File: config.mk
export PLATFORM = sky130hd
export DESIGN_NAME = spi_master_driver
export DESIGN_NICKNAME = d
export VERILOG_FILES = /design/src/rtl/spi_master_driver.sv
export SDC_FILE = /design/constraint.sdc
export NUM_CORES = 1
export LEC_CHECK = 0
export CAP_MARGIN = 20
export CORE_ASPECT_RATIO = 2
export CORE_UTILIZATION = 33
export CTS_CLUSTER_SIZE = 20
export DETAILED_ROUTE_END_ITERATION = 10
export PLACE_DENSITY = 0.54
export SKIP_CTS_REPAIR_TIMING = 1
export SYNTH_ARGS = -nofsm -noshare
export SYNTH_HDL_FRONTEND = slang
export SYNTH_SLANG_ARGS = --single-unit
File: constraint.sdc
create_clock -name pclk -period 3.2 [get_ports pclk]
set_input_delay 0.8 -clock pclk [delete_from_list [all_inputs] [get_ports pclk]]
set_output_delay 0.8 -clock pclk [all_outputs]
set_load 0.01 [all_outputs]
File: src/rtl/spi_master_driver.sv
// spi_master_driver: single-lane SPI controller engine with all four
// CPOL/CPHA modes, selectable bit order and a programmable sclk divider.
module spi_master_driver #(
    parameter int DATA_WIDTH = 8,
    parameter int DIV_WIDTH  = 8
) (
    input  logic                  pclk,
    input  logic                  areset,
    input  logic                  cfg_cpol,
    input  logic                  cfg_cpha,
    input  logic                  cfg_msb_first,
    input  logic [DIV_WIDTH-1:0]  cfg_baud_div,
    input  logic                  tx_valid,
    output logic                  tx_ready,
    input  logic [DATA_WIDTH-1:0] tx_data,
    output logic                  rx_valid,
    output logic [DATA_WIDTH-1:0] rx_data,
    output logic                  busy,
    output logic                  sclk,
    output logic                  cs,
    output logic                  mosi0,
    input  logic                  miso0
);

    localparam int N  = DATA_WIDTH;
    localparam int EW = $clog2(2 * N + 1);
    localparam int BW = $clog2(N + 1);
    localparam logic [EW-1:0] LAST_EDGE = EW'(2 * N);
    localparam logic [BW-1:0] ALL_BITS  = BW'(N);

    typedef enum logic [1:0] {
        IDLE,
        SETUP,
        SHIFT,
        HOLD
    } state_t;

    state_t               r_state;
    logic [DIV_WIDTH-1:0] r_div;
    logic [DIV_WIDTH-1:0] r_hm1;
    logic [EW-1:0]        r_edge;
    logic [BW-1:0]        r_bit;
    logic                 r_cpha;
    logic                 r_msb;
    logic [N-1:0]         r_tx;
    logic [N-1:0]         r_rx;
    logic                 r_sclk;
    logic                 r_cs;
    logic                 r_mosi;
    logic                 r_busy;
    logic                 r_ready;
    logic                 r_rx_valid;
    logic [N-1:0]         r_rx_data;

    logic [DIV_WIDTH-1:0] w_hm1;
    logic                 w_tick;
    logic [EW-1:0]        w_k;
    logic                 w_odd;
    logic                 w_last;
    logic                 w_adv;
    logic                 w_smp;
    logic                 w_tx_head;
    logic [N-1:0]         w_tx_shift;
    logic                 w_in_head;
    logic [N-1:0]         w_in_shift;
    logic [N-1:0]         w_rx_next;

    // Half-period minus one; a zero divider behaves as one.
    assign w_hm1 = (cfg_baud_div == '0) ? '0
                 : cfg_baud_div - DIV_WIDTH'(1);

    assign w_tick = (r_div == r_hm1);
    assign w_k    = r_edge + EW'(1);
    assign w_odd  = w_k[0];
    assign w_last = (r_edge == LAST_EDGE);

    assign w_adv = r_cpha ? w_odd : (!w_odd && (w_k < LAST_EDGE));
    assign w_smp = (r_cpha ? !w_odd : w_odd) && (r_bit < ALL_BITS);

    assign w_tx_head  = r_msb ? r_tx[N-1] : r_tx[0];
    assign w_tx_shift = r_msb ? {r_tx[N-2:0], 1'b0}
                              : {1'b0, r_tx[N-1:1]};

    assign w_in_head  = cfg_msb_first ? tx_data[N-1] : tx_data[0];
    assign w_in_shift = cfg_msb_first ? {tx_data[N-2:0], 1'b0}
                                      : {1'b0, tx_data[N-1:1]};

    assign w_rx_next = r_msb ? {r_rx[N-2:0], miso0}
                             : {miso0, r_rx[N-1:1]};

    always_ff @(posedge pclk or negedge areset) begin
        if (!areset) begin
            r_state    <= IDLE;
            r_div      <= '0;
            r_hm1      <= '0;
            r_edge     <= '0;
            r_bit      <= '0;
            r_cpha     <= 1'b0;
            r_msb      <= 1'b0;
            r_tx       <= '0;
            r_rx       <= '0;
            r_sclk     <= 1'b0;
            r_cs       <= 1'b1;
            r_mosi     <= 1'b0;
            r_busy     <= 1'b0;
            r_ready    <= 1'b1;
            r_rx_valid <= 1'b0;
            r_rx_data  <= '0;
        end else begin
            r_rx_valid <= 1'b0;
            unique case (r_state)
                IDLE: begin
                    r_sclk <= cfg_cpol;
                    if (tx_valid && r_ready) begin
                        r_state <= SETUP;
                        r_cs    <= 1'b0;
                        r_busy  <= 1'b1;
                        r_ready <= 1'b0;
                        r_div   <= '0;
                        r_edge  <= '0;
                        r_bit   <= '0;
                        r_hm1   <= w_hm1;
                        r_cpha  <= cfg_cpha;
                        r_msb   <= cfg_msb_first;
                        r_rx    <= '0;
                        // CPHA=0 presents bit 0 as soon as cs falls.
                        r_tx    <= cfg_cpha ? tx_data : w_in_shift;
                        r_mosi  <= cfg_cpha ? 1'b0 : w_in_head;
                    end
                end
                SETUP, SHIFT: begin
                    if (!w_tick) begin
                        r_div <= r_div + DIV_WIDTH'(1);
                    end else begin
                        r_div <= '0;
                        if (r_state == SHIFT && w_last) begin
                            r_state <= HOLD;
                        end else begin
                            r_state <= SHIFT;
                            r_edge  <= w_k;
                            r_sclk  <= ~r_sclk;
                            if (w_adv) begin
                                r_mosi <= w_tx_head;
                                r_tx   <= w_tx_shift;
                            end
                            if (w_smp) begin
                                r_rx  <= w_rx_next;
                                r_bit <= r_bit + BW'(1);
                            end
                        end
                    end
                end
                HOLD: begin
                    if (!w_tick) begin
                        r_div <= r_div + DIV_WIDTH'(1);
                    end else begin
                        r_div      <= '0;
                        r_state    <= IDLE;
                        r_cs       <= 1'b1;
                        r_busy     <= 1'b0;
                        r_ready    <= 1'b1;
                        r_mosi     <= 1'b0;
                        r_rx_valid <= 1'b1;
                        r_rx_data  <= r_rx;
                    end
                end
            endcase
        end
    end

    assign tx_ready = r_ready;
    assign rx_valid = r_rx_valid;
    assign rx_data  = r_rx_data;
    assign busy     = r_busy;
    assign sclk     = r_sclk;
    assign cs       = r_cs;
    assign mosi0    = r_mosi;

endmodule

## After elaboration in Yosys (flattened, before gate mapping)

Index checks and enable logic that the tools add are counted.

| word-level totals | value |
|---|---|
| word-level logic and storage cells | 105 |
| register bits after elaboration | 58 |
| output and inout bits | 14 |

| operators by class | value |
|---|---|
| reductions and logical operators | 20 |
| equality and inequality tests | 11 |
| $add $sub $neg | 4 |
| mux-type cells | 52 |
| magnitude comparators | 2 |
| bitwise operators | 1 |

Operators by type and width:

| kind | count |
|---|---|
| $mux W8 | 14 |
| $pmux W8 S2 | 3 |
| $mux W1 | 18 |
| $mux W4 | 4 |
| $mux W5 | 3 |
| $reduce_and A5 Y1 | 3 |
| $ne A2 B2 Y1 const B | 6 |
| $pmux W5 S2 | 1 |
| $reduce_and A3 Y1 | 3 |
| $add A8 B1 Y8 const B | 1 |
| $eq A8 B8 Y1 | 1 |
| $logic_not A8 Y1 | 1 |
| $pmux W4 S2 | 1 |
| $sub A8 B1 Y8 const B | 1 |
| $mux W2 | 3 |
| $pmux W1 S2 | 3 |
| $pmux W2 S3 | 1 |
| $add A5 B1 Y5 const B | 1 |
| $eq A5 B5 Y1 const B | 1 |
| $lt A5 B5 Y1 const B | 1 |
| $add A4 B1 Y4 const B | 1 |
| $eq A2 B2 Y1 const B | 2 |
| $logic_and A1 B1 Y1 | 4 |
| $lt A4 B4 Y1 const B | 1 |
| 10 further kinds | 12 |

## Depth between registers and ports, before layout

| depth | value |
|---|---|
| depth in word-level cells | 8 |
| gate-level depth with buffers | 9 |
| mapped depth without buffers | 7 |

## Worst setup path after synthesis

No wires, ideal clock.

| timing | value |
|---|---|
| path type | input-to-reg |
| start | input cfg_baud_div[5] |
| end | register r_hm1[7] |
| buffers on the path | 0 |
| required time | 3,123 ps |
| stages on the path | 5 |
| slack | 1,073 ps |
| arrival | 2,050 ps |
| setup time | 77 ps |
| cell sequence | or4_1 or4_1 nor3_1 a21oi_1 o21ai_1 |

| between the ends | value |
|---|---|
| cells in the longest elaborated chain, start to end | 2 |

Ends and longest elaborated chain:

| element | RTL line | RTL |
|---|---|---|
| from (decl) | 12 | `input logic [DIV_WIDTH-1:0] cfg_baud_div,` |
| $sub A8 B1 Y8 / $logic_not A8 Y1 (equally long branches) | 70, 69 |  |
| $mux W8 (*) | 69 | `assign w_hm1 = (cfg_baud_div == '0) ? '0` |
| to (signal assigned) | 122 | `r_hm1 <= w_hm1;` |
| to (decl) | 40 | `logic [DIV_WIDTH-1:0] r_hm1;` |

Mark *: on every way between the ends. The rest lies on a longest branch, timed or not.
A chain may end at the register's enable or synchronous reset.

## Worst setup path after layout

| timing | value |
|---|---|
| start | register r_state[1] |
| end | register r_rx[7] |

| between the ends | value |
|---|---|
| cells in the longest elaborated chain, start to end | 4 |

Ends and longest elaborated chain:

| element | RTL line | RTL |
|---|---|---|
| from (decl) | 38 | `state_t r_state;` |
| from (signal assigned) | 93 | `r_state <= IDLE;` |
| from (signal assigned) | 115 | `r_state <= SETUP;` |
| from (signal assigned) | 137 | `r_state <= HOLD;` |
| $eq A2 B2 Y1 / $eq A2 B1 Y1 (equally long branches) | 111, 136 |  |
| $reduce_or A2 Y1 / $logic_and A1 B1 Y1 (equally long branches) | 111, 136 |  |
| $ne A2 B2 Y1 (no source line) / $reduce_bool A2 Y1 (equally long branches) | - |  |
| $reduce_and A5 Y1 (no source line) | - |  |
| to (signal assigned) | 147 | `r_rx <= w_rx_next;` |
| to (decl) | 46 | `logic [N-1:0] r_rx;` |

Parallel ways exist; a longest one is shown, timed or not.

==> impl_metrics.toml <==
[layout]
nNetsFinal = 426
antenna_cells = 0
utilization_pct = 41.7
drive_gt1_share_pct = 17.6
syn_to_final_growth_pct = 22.3

[placement]
globalplace.congestion = 0.776
port_buffers = 36
dp_slack_ns = 0.433
dpl.hpwl_microns = 6370

[yosys]
synth_flop_cell = "dfrtp_1"
async_flop_share_pct = 100
synth_area_sq_um = 3600
synth-edff-count = 0
synthCells = 361
synth_area_per_cell_sq_um = 9.97
syn_nets = 394
yosysWarnings = 0
yosys_register_bits = 58
ys_seq_area_share_pct = 40.4
synth_cell_types = 57

[worst_hold_path]
hold_end = "r_hm1[4]$_DFFE_PN0P_"
min_path_cells = 2
hp-class = "flop to flop"
min_from = "r_hm1[4]$_DFFE_PN0P_"

[cts]
clkSinkCount = 58
cts_tree = "built"
worstSkewPairLatency_ns = 0.33
cts_buffers = 9
clock-root-buffer = "clkbuf_16"
path_clk_slew_ns = 0.05
htreeDepth = 3
cts_buffer_depth = 2

[timing]
finalHoldWorstSlack_ns = 0.494
setup_viol = 0
maxSlewHeadroom_pct = 36.5
min_period_over_period_pct = 86.1
tightest_slew_ns = 0.953
fin_ws_ns = 0.445
fin_tns_setup_ns = 0
finalMaxSlewViolations = 0
fmax_mhz = 363
rsz0062_at_grt = "false"
finalCriticalPeriod_ns = 2.75
finClkSkew_ns = 0.00575
hold_viol = 0

[grt]
grt_pass1_wl_microns = 14500
grt_pass1_vias = 2905
antenna_found_initial = 0
overflow = 0
grtUsageTotal_pct = 17.0
grt_start_max_net_pins = 31

[die]
io_pins = 37
die_w_microns = 75.8
start_util_pct = 34.1
die_area_sq_um = 11400
rows = 53
fp.coreArea_sq_um = 10500
die_h_microns = 150

[critical_path]
regToRegStartpoint = "r_state[1]$_DFFE_PN0P_"
ff2ff_path_depth = 7
crit_fanout = 18
r2r_slack_ns = 0.45
worstSetupStartpoint = "r_state[1]$_DFFE_PN0P_"
critPathLaunchType = "flop"
crit_arrival_ns = 2.93
cp-end-kind = "flop"
cp.required_ns = 3.38
reg2reg_to = "r_rx[7]$_DFFE_PN0P_"
worstSetupPathType = "flop to flop"

[power_and_ir_drop]
leakage_nw = 1.81
ir_worst_vdd_uv = 328
powerDensity_nw_per_um2 = 446

[drt]
wire_per_inst_microns = 16.2
antenna_left = 0
routed_wirelength_microns = 8670
vias = 2879
drc_errors = 0
drt_iter0_drc = 149
via_per_inst = 5.38
first_pass_iters = 4

[run]
maxCapViolations = 0

[status]
status = "finished clean"
final cells by class:
type                    count  area (sq um)
multi-input cells         270          1980
fillers                  1012          6140
flip-flops and latches     58          1450
well taps                 137           171
repair buffers             43           408
clock inverters             5           100
inverters                  11          41.3
clock buffers              11           253
critical path, cell delays in order (launching register included):
cell      delay (ns)
dfrtp_1         0.40
inv_1           0.08
ha_1            0.57
inv_1           0.31
a221oi_4        0.47
nand2_1         0.46
nand2_1         0.20
o211ai_1        0.11
registers in the layout, indices dropped and copies added, names as in the netlist, 2 cells and up:
name,count
r_bit,4
r_div,8
r_edge,5
r_hm1,8
r_rx,8
r_state,2
r_tx,8
rx_data,8
synthesized netlist by cell type (5+ instances only):
cell / count / area share (%)
o32ai_1: 5 / 1.2
xor2_1: 10 / 2.4
ha_1: 10 / 3.5
mux2_4: 8 / 3.3
o21ai_0: 12 / 1.7
mux2i_1: 6 / 1.7
dfrtp_1: 57 / 40
a31oi_1: 11 / 1.9
buf_2: 7 / 0.97
mux2_2: 26 / 8.1
clkbuf_1: 8 / 0.83
nor2b_1: 6 / 1.0
nor4_1: 6 / 1.0
a21oi_1: 11 / 1.5
nand2b_1: 5 / 0.87
nor3_1: 9 / 1.3
inv_1: 11 / 1.1
nand2_1: 41 / 4.3
nor2_1: 11 / 1.1
nand3_1: 24 / 3.3
o211ai_1: 13 / 2.7
routing by layer:
layer	vias up	GRT usage [%]	wire length (microns)
met1	1414	18.7	3280
li1	1395	-	-
met5	-	0	0
met4	0	8.33	225
met2	51	30.4	4970
met3	19	2.69	202
power breakdown:
group          total, mW  internal, mW  switching [mW]
clock network       1.13         0.799           0.335
registers          0.736         0.735         0.00102
logic             0.0928        0.0475          0.0453
total               1.96          1.58           0.381
through the flow:
step                cell area [sq um]  std cells  power [mW]
finish                           4400        535        1.96
global placement                 4050        519       0.842
floorplan                        3600        361       0.783
global route                     4400        535        2.03
detailed placement               4050        519       0.843
CTS                              4400        535        1.98
worst max path at each step:
| stage | slack, ns | endpoint | cells past startpoint |
|---|---|---|---|
| 2_1_floorplan | 1.07 | r_hm1[7]$_DFFE_PN0P_ | 5 |
| 3_3_place_gp | 0.49 | r_bit[0]$_DFFE_PN0P_ | 6 |
| 3_5_place_dp | 0.43 | r_rx[7]$_DFFE_PN0P_ | 6 |
| 4_1_cts | 0.44 | r_rx[7]$_DFFE_PN0P_ | 7 |
| 5_1_grt | 0.21 | r_rx[0]$_DFFE_PN0P_ | 7 |
| 6_report | 0.45 | r_rx[7]$_DFFE_PN0P_ | 7 |
logic make-up (layout without fill, tap and decap cells):
kind of cell | after synthesis | in the layout | share of synthesized area (%)
simple gates | 124 | 124 | 18.4
compound gates | 81 | 81 | 16.2
flops | 58 | 58 | 40.4
mux | 41 | 41 | 13.5
buf+inv | 33 | 70 | 4.73
xor+xnor | 14 | 14 | 3.41
fa+ha+maj | 10 | 10 | 3.48
cells in the final DEF, fill, tap and decap left out, types with 5 or more instances in the layout:
master | netlist | final
o211ai_1 | 13 | 13
clkdlybuf4s50_1 | 0 | 35
ha_1 | 10 | 10
nor2_1 | 11 | 11
mux2_2 | 26 | 26
nand2b_1 | 5 | 5
a31oi_1 | 11 | 11
clkbuf_16 | 0 | 9
nor4_1 | 6 | 6
o21ai_0 | 12 | 12
nor3_1 | 9 | 9
nand3_1 | 24 | 24
nand2_1 | 41 | 41
o32ai_1 | 5 | 5
a21oi_1 | 11 | 11
dfrtp_1 | 57 | 57
inv_1 | 11 | 11
mux2_4 | 8 | 8
mux2i_1 | 6 | 6
nor2b_1 | 6 | 6
buf_4 | 1 | 7
xor2_1 | 10 | 10
(Power assumes the default switching activity.)
==> variant 1 (config.mk and constraints unchanged) <==
Change the parameter `DIV_WIDTH` from 8 to 6.
--- a/src/rtl/spi_master_driver.sv
+++ b/src/rtl/spi_master_driver.sv
@@ -2,7 +2,7 @@
 // CPOL/CPHA modes, selectable bit order and a programmable sclk divider.
 module spi_master_driver #(
     parameter int DATA_WIDTH = 8,
-    parameter int DIV_WIDTH  = 8
+    parameter int DIV_WIDTH  = 6
 ) (
     input  logic                  pclk,
     input  logic                  areset,
Ports: changed (resized cfg_baud_div); port bits go from 37 to 35. No check against the original RTL was run, so the function may have changed too.
==> variant 1 against the unedited design <==
Die area down 11%; largest power group is now sequential cells; final area down 14%; total power down 32%; combinational power down 3.8%; clock skew up 0.0018 ns; via count down 18%; area after synthesis down 12%; maximum frequency up 5.6%; synthesized cell count down 16%; count of clock-buffer cells in the layout down 6; setup slack better by 0.15 ns; sequential cell count down 4; wire length down 18%; critical endpoint is now r_tx[7]$_DFFE_PN0P_; non-clock buffer count down 4.
==> variant 1: results (changes against the unedited design) <==
The gate count after technology mapping came out at 302 (was 361). The worst voltage drop across the vdd grid came out at 217 uV (was 328 uV). The met1 wire length was 2540 um (was 3280 um); the met3 global-route usage was 2.36% (was 2.69%). Met2 track demand over resource: 31.1% (was 30.4%). Commonest cells post-synth: sky130_fd_sc_hd__dfrtp_1, sky130_fd_sc_hd__mux2_2, sky130_fd_sc_hd__mux2i_1 (was sky130_fd_sc_hd__dfrtp_1, sky130_fd_sc_hd__nand2_1, sky130_fd_sc_hd__mux2_2). The largest net degree at the start of global routing was 46 (was 31); the number of design-rule violations left by the first detailed-router iteration was 160 (was 149). Cell types occupying the most area after synthesis: sky130_fd_sc_hd__dfrtp_1, sky130_fd_sc_hd__mux2_2, sky130_fd_sc_hd__mux2i_1 (was sky130_fd_sc_hd__dfrtp_1, sky130_fd_sc_hd__mux2_2, sky130_fd_sc_hd__nand2_1).

The worst clock skew is 0.00755 ns (was 0.00575 ns). The clock network power came out at 0.000547 W (was 0.00113 W). The detailed-route wire length is 7140 um (was 8670 um), and the static power due to leakage is 1.57 nW (was 1.81 nW). For the met1 track demand over resource in global routing, the log shows 15.4% (was 18.7%). The final-layout non-clock buffer area share is 10.2% (was 9.27%), and the clock latency reported for the late side of the worst-skew pair is 0.29 ns (was 0.33 ns).

The number of H-tree levels is 2 (was 3). For the count of multi-input combinational gates, the log shows 222 (was 270). The flow ran to the end, and the final reports show no timing, DRC or antenna violations. The number of instances in the placed design is 431 (was 519). The clock-pin slew reported for the worst setup and hold paths after clock tree synthesis was 0.07 ns (was 0.05 ns). The share of power burned in registers is 52.2% (was 37.5%), and the highest net fanout along the worst path is 11 (was 18).

The routability-driven placement congestion ratio is 0.775 (was 0.776). The summed instance area of the synthesized netlist was 0.00318 mm^2 (was 0.00360 mm^2). The power per cell area is 353 mW/mm^2 (was 446 mW/mm^2). The reported net switching power is 0.000306 W (was 0.000381 W). The run gives 15.6% (was 17.0%) as the aggregate global-route resource usage. The logs give 2.78 ns (was 2.93 ns) for the arrival time of data at the critical path endpoint and 5 (was 9) for the number of clock buffers inserted by TritonCTS.
-- variant 1: changes by cell type after synthesis, moves of 8 or more --
cell / before / now
sky130_fd_sc_hd__nand3_1: 24 / 9
sky130_fd_sc_hd__o211ai_1: 13 / 1
sky130_fd_sc_hd__mux2i_1: 6 / 25
sky130_fd_sc_hd__a31oi_1: 11 / 2
sky130_fd_sc_hd__mux2_4: 8 / 0
sky130_fd_sc_hd__nand2_1: 41 / 22
-- variant 1: kinds of logic (layout without fill, tap and decap cells) --
logic type,after synthesis,count (layout),synth area share (%)
adders and majority gates,10,10,3.93
buffers and inverters,26,59,3.81
xor gates and xnor gates,11,11,3.03
and+or+nand+nor,85,85,15.2
DFF,54,54,42.5
muxes,56,56,18.8
AOI/OAI and AO/OA,60,60,12.7
-- variant 1: per-stage QoR --
stage	hold WS (ns)	setup slack (ns)	util, %
3_5_place_dp	0.490	0.290	38.6
4_1_cts	0.366	0.593	40.1
2_1_floorplan	0.469	0.975	-
5_1_grt	0.364	0.483	40.1
3_3_place_gp	0.484	0.327	38.6
6_report	0.360	0.592	40.1
-- variant 1: final timing paths --
| kind | slack (ns) | start | endpoint |
|---|---|---|---|
| max reg2reg | 0.75 | r_state[0]$_DFFE_PN0P_ | r_tx[7]$_DFFE_PN0P_ |
| max | 0.59 | tx_valid | r_tx[7]$_DFFE_PN0P_ |
| min | 0.36 | areset | rx_data[0]$_DFFE_PN0P_ |
| min reg2reg | 0.50 | r_hm1[4]$_DFFE_PN0P_ | r_hm1[4]$_DFFE_PN0P_ |
| min in group pclk | 0.50 | r_hm1[4]$_DFFE_PN0P_ | r_hm1[4]$_DFFE_PN0P_ |
| max in group asynchronous | 2.26 | areset | tx_ready$_DFFE_PN1P_ |
==> variant 2 (same settings) <==
Without the edit above. The 4 states of `state_t` get a one-hot encoding in 4 bits.
--- a/src/rtl/spi_master_driver.sv
+++ b/src/rtl/spi_master_driver.sv
@@ -28,11 +28,11 @@
     localparam logic [EW-1:0] LAST_EDGE = EW'(2 * N);
     localparam logic [BW-1:0] ALL_BITS  = BW'(N);
 
-    typedef enum logic [1:0] {
-        IDLE,
-        SETUP,
-        SHIFT,
-        HOLD
+    typedef enum logic [3:0] {
+        IDLE  = 4'b0001,
+        SETUP = 4'b0010,
+        SHIFT = 4'b0100,
+        HOLD  = 4'b1000
     } state_t;
 
     state_t               r_state;
Behaviour: same outputs for any inputs over 10 cycles, from zero or initial values and one cycle with areset low; not proved beyond that.
==> variant 2 against the unedited design <==
Final area shrank 4.1%; core utilization shrank 0.14 points; non-clock buffer count shrank 2; setup slack gained 0.18 ns; wire length shrank 6.8%; sequential cell count grew 2; area after synthesis shrank 4.5%; critical endpoint is now r_tx[3]$_DFFE_PN0P_; largest cell class unchanged.
Power is not compared: it rests on default switching activity, and its combinational part moved more than twofold at a synthesized area within 25%.
==> variant 2: results (changes against the unedited design) <==
The tools report the detailed placement HPWL as 5960 um (was 6370 um). The placement-stage cell area is 0.00391 mm^2 (was 0.00405 mm^2), and the number of global-route vias before repair is 2725 (was 2905). For the relative max-transition margin, the log shows 40.4% (was 36.5%). The run gives 3 (unchanged) as the number of H-tree levels. For the number of warnings reported in the yosys synthesis log, the log shows 0 (unchanged).

The detailed-route wire length was 8080 um (was 8670 um). For the number of antenna violations at the first check in global routing, the log shows 0 (unchanged). The family with the most delay on the worst path is compound AO/OA/AOI/OAI gates (was simple AND/OR/NAND/NOR gates).

The gate count after technology mapping came out at 335 (was 361). The type of the most critical hold path was input port to asynchronous set/reset pin (was flip-flop to flip-flop). The run gives 2 (unchanged) as the number of buffers on the longest clock path. Register area: 0.00150 mm^2 (was 0.00145 mm^2). The highest cell delay on the worst timing path was 0.68 ns (was 0.57 ns); the worst clock skew was 0.00653 ns (was 0.00575 ns). The number of nets produced by synthesis is 364 (was 394). Commonest cells post-synth: sky130_fd_sc_hd__dfrtp_1, sky130_fd_sc_hd__nand2_1, sky130_fd_sc_hd__o21ai_0 (was sky130_fd_sc_hd__dfrtp_1, sky130_fd_sc_hd__nand2_1, sky130_fd_sc_hd__mux2_2). For the post-place setup slack, the log shows 0.473 ns (was 0.433 ns). The logs give 60 (was 57) for the count of distinct cell types in the synthesized netlist and 115 (was 149) for the number of design-rule violations left by the first detailed-router iteration. The final routed wire length divided by cell count works out to 15.8 um (was 16.2 um). The via density per instance was 5.19 (was 5.38). Cell types occupying the most area after synthesis: sky130_fd_sc_hd__dfrtp_1, sky130_fd_sc_hd__mux2i_1, sky130_fd_sc_hd__mux2_4 (was sky130_fd_sc_hd__dfrtp_1, sky130_fd_sc_hd__mux2_2, sky130_fd_sc_hd__nand2_1).

The proportion of register bits with asynchronous set or reset after synthesis is 100% (unchanged). The run gives 400 (was 426) as the net count reported at finish. The logs give 13300 um (was 14500 um) for the global-route wire length before repair and 43.8% (was 40.4%) for the share of synthesized area occupied by flip-flops and latches. The run gives 1053 (was 1012) as the number of fill cells in the layout. The tools report the root buffer cell as sky130_fd_sc_hd__clkbuf_16 (unchanged). The largest net degree at the start of global routing is 44 (was 31).

The slowest cell on the critical path was sky130_fd_sc_hd__o21ai_2 (was sky130_fd_sc_hd__ha_1). The logs give 16.4% (was 17.0%) for the aggregate global-route resource usage and 1.86 nW for the static power due to leakage. The arrival time of data at the critical path endpoint is 2.78 ns (was 2.93 ns), and the number of instances in the placed design is 494 (was 519). The flow ran to the end, and the final reports show no timing, DRC or antenna violations. The share of cells above drive strength 1 was 13.6% (was 17.6%).

The routability-driven placement congestion ratio came out at 0.826 (was 0.776).
## variant 2: cells by family after synthesis
family	synth area share [%]
multiplexers	14.1
adder cells (fa/ha/maj)	2.18
flip-flops	43.8
AND/OR/NAND/NOR	17.8
XOR/XNOR	5.35
AO/OA/AOI/OAI	13.5
buffers and inverters	3.20
## variant 2: final timing paths
check	startpoint	to	slack (ns)	depth (start not counted)
worst max-delay path	r_state[2]$_DFFE_PN0P_	r_tx[3]$_DFFE_PN0P_	0.62	6
worst min register to register	tx_ready$_DFFE_PN1P_	tx_ready$_DFFE_PN1P_	0.49	2
worst max register to register	r_state[2]$_DFFE_PN0P_	r_tx[3]$_DFFE_PN0P_	0.62	6
worst min-delay path	areset	r_div[7]$_DFFE_PN0P_	0.29	1
min in group pclk	tx_ready$_DFFE_PN1P_	tx_ready$_DFFE_PN1P_	0.49	2
max in group asynchronous	areset	rx_data[5]$_DFFE_PN0P_	2.24	3
## variant 2: per-layer routing
layer	global-route usage [%]	part of all wire, %	wire [um]	vias to the layer above
met4	9.71	4.0	320	0
met1	17.6	39	3160	1291
met3	3.24	3.3	268	22
met5	0	0	0	-
met2	28.7	54	4330	64
li1	-	-	-	1273
## variant 2: power by group through the flow
stage	logic [W]	clock network, W	registers [W]
final	0.00104	0.000955	0.00110
after global routing	0.00115	0.00102	0.00112
after CTS	0.00105	0.000981	0.00110
after detailed placement	0.00104	0	0.00111
after global placement	0.00102	0	0.00110
after floorplan	0.000800	0	0.00104
## variant 2: area by class of cell
cell class | instances | area share (%)
multi-input combinational | 252 | 43.1
sequential | 60 | 35.6
clock inverter | 4 | 1.19
tap | 135 | 4.00
timing repair buffer | 41 | 9.60
clock buffer | 12 | 5.84
inverter | 7 | 0.622
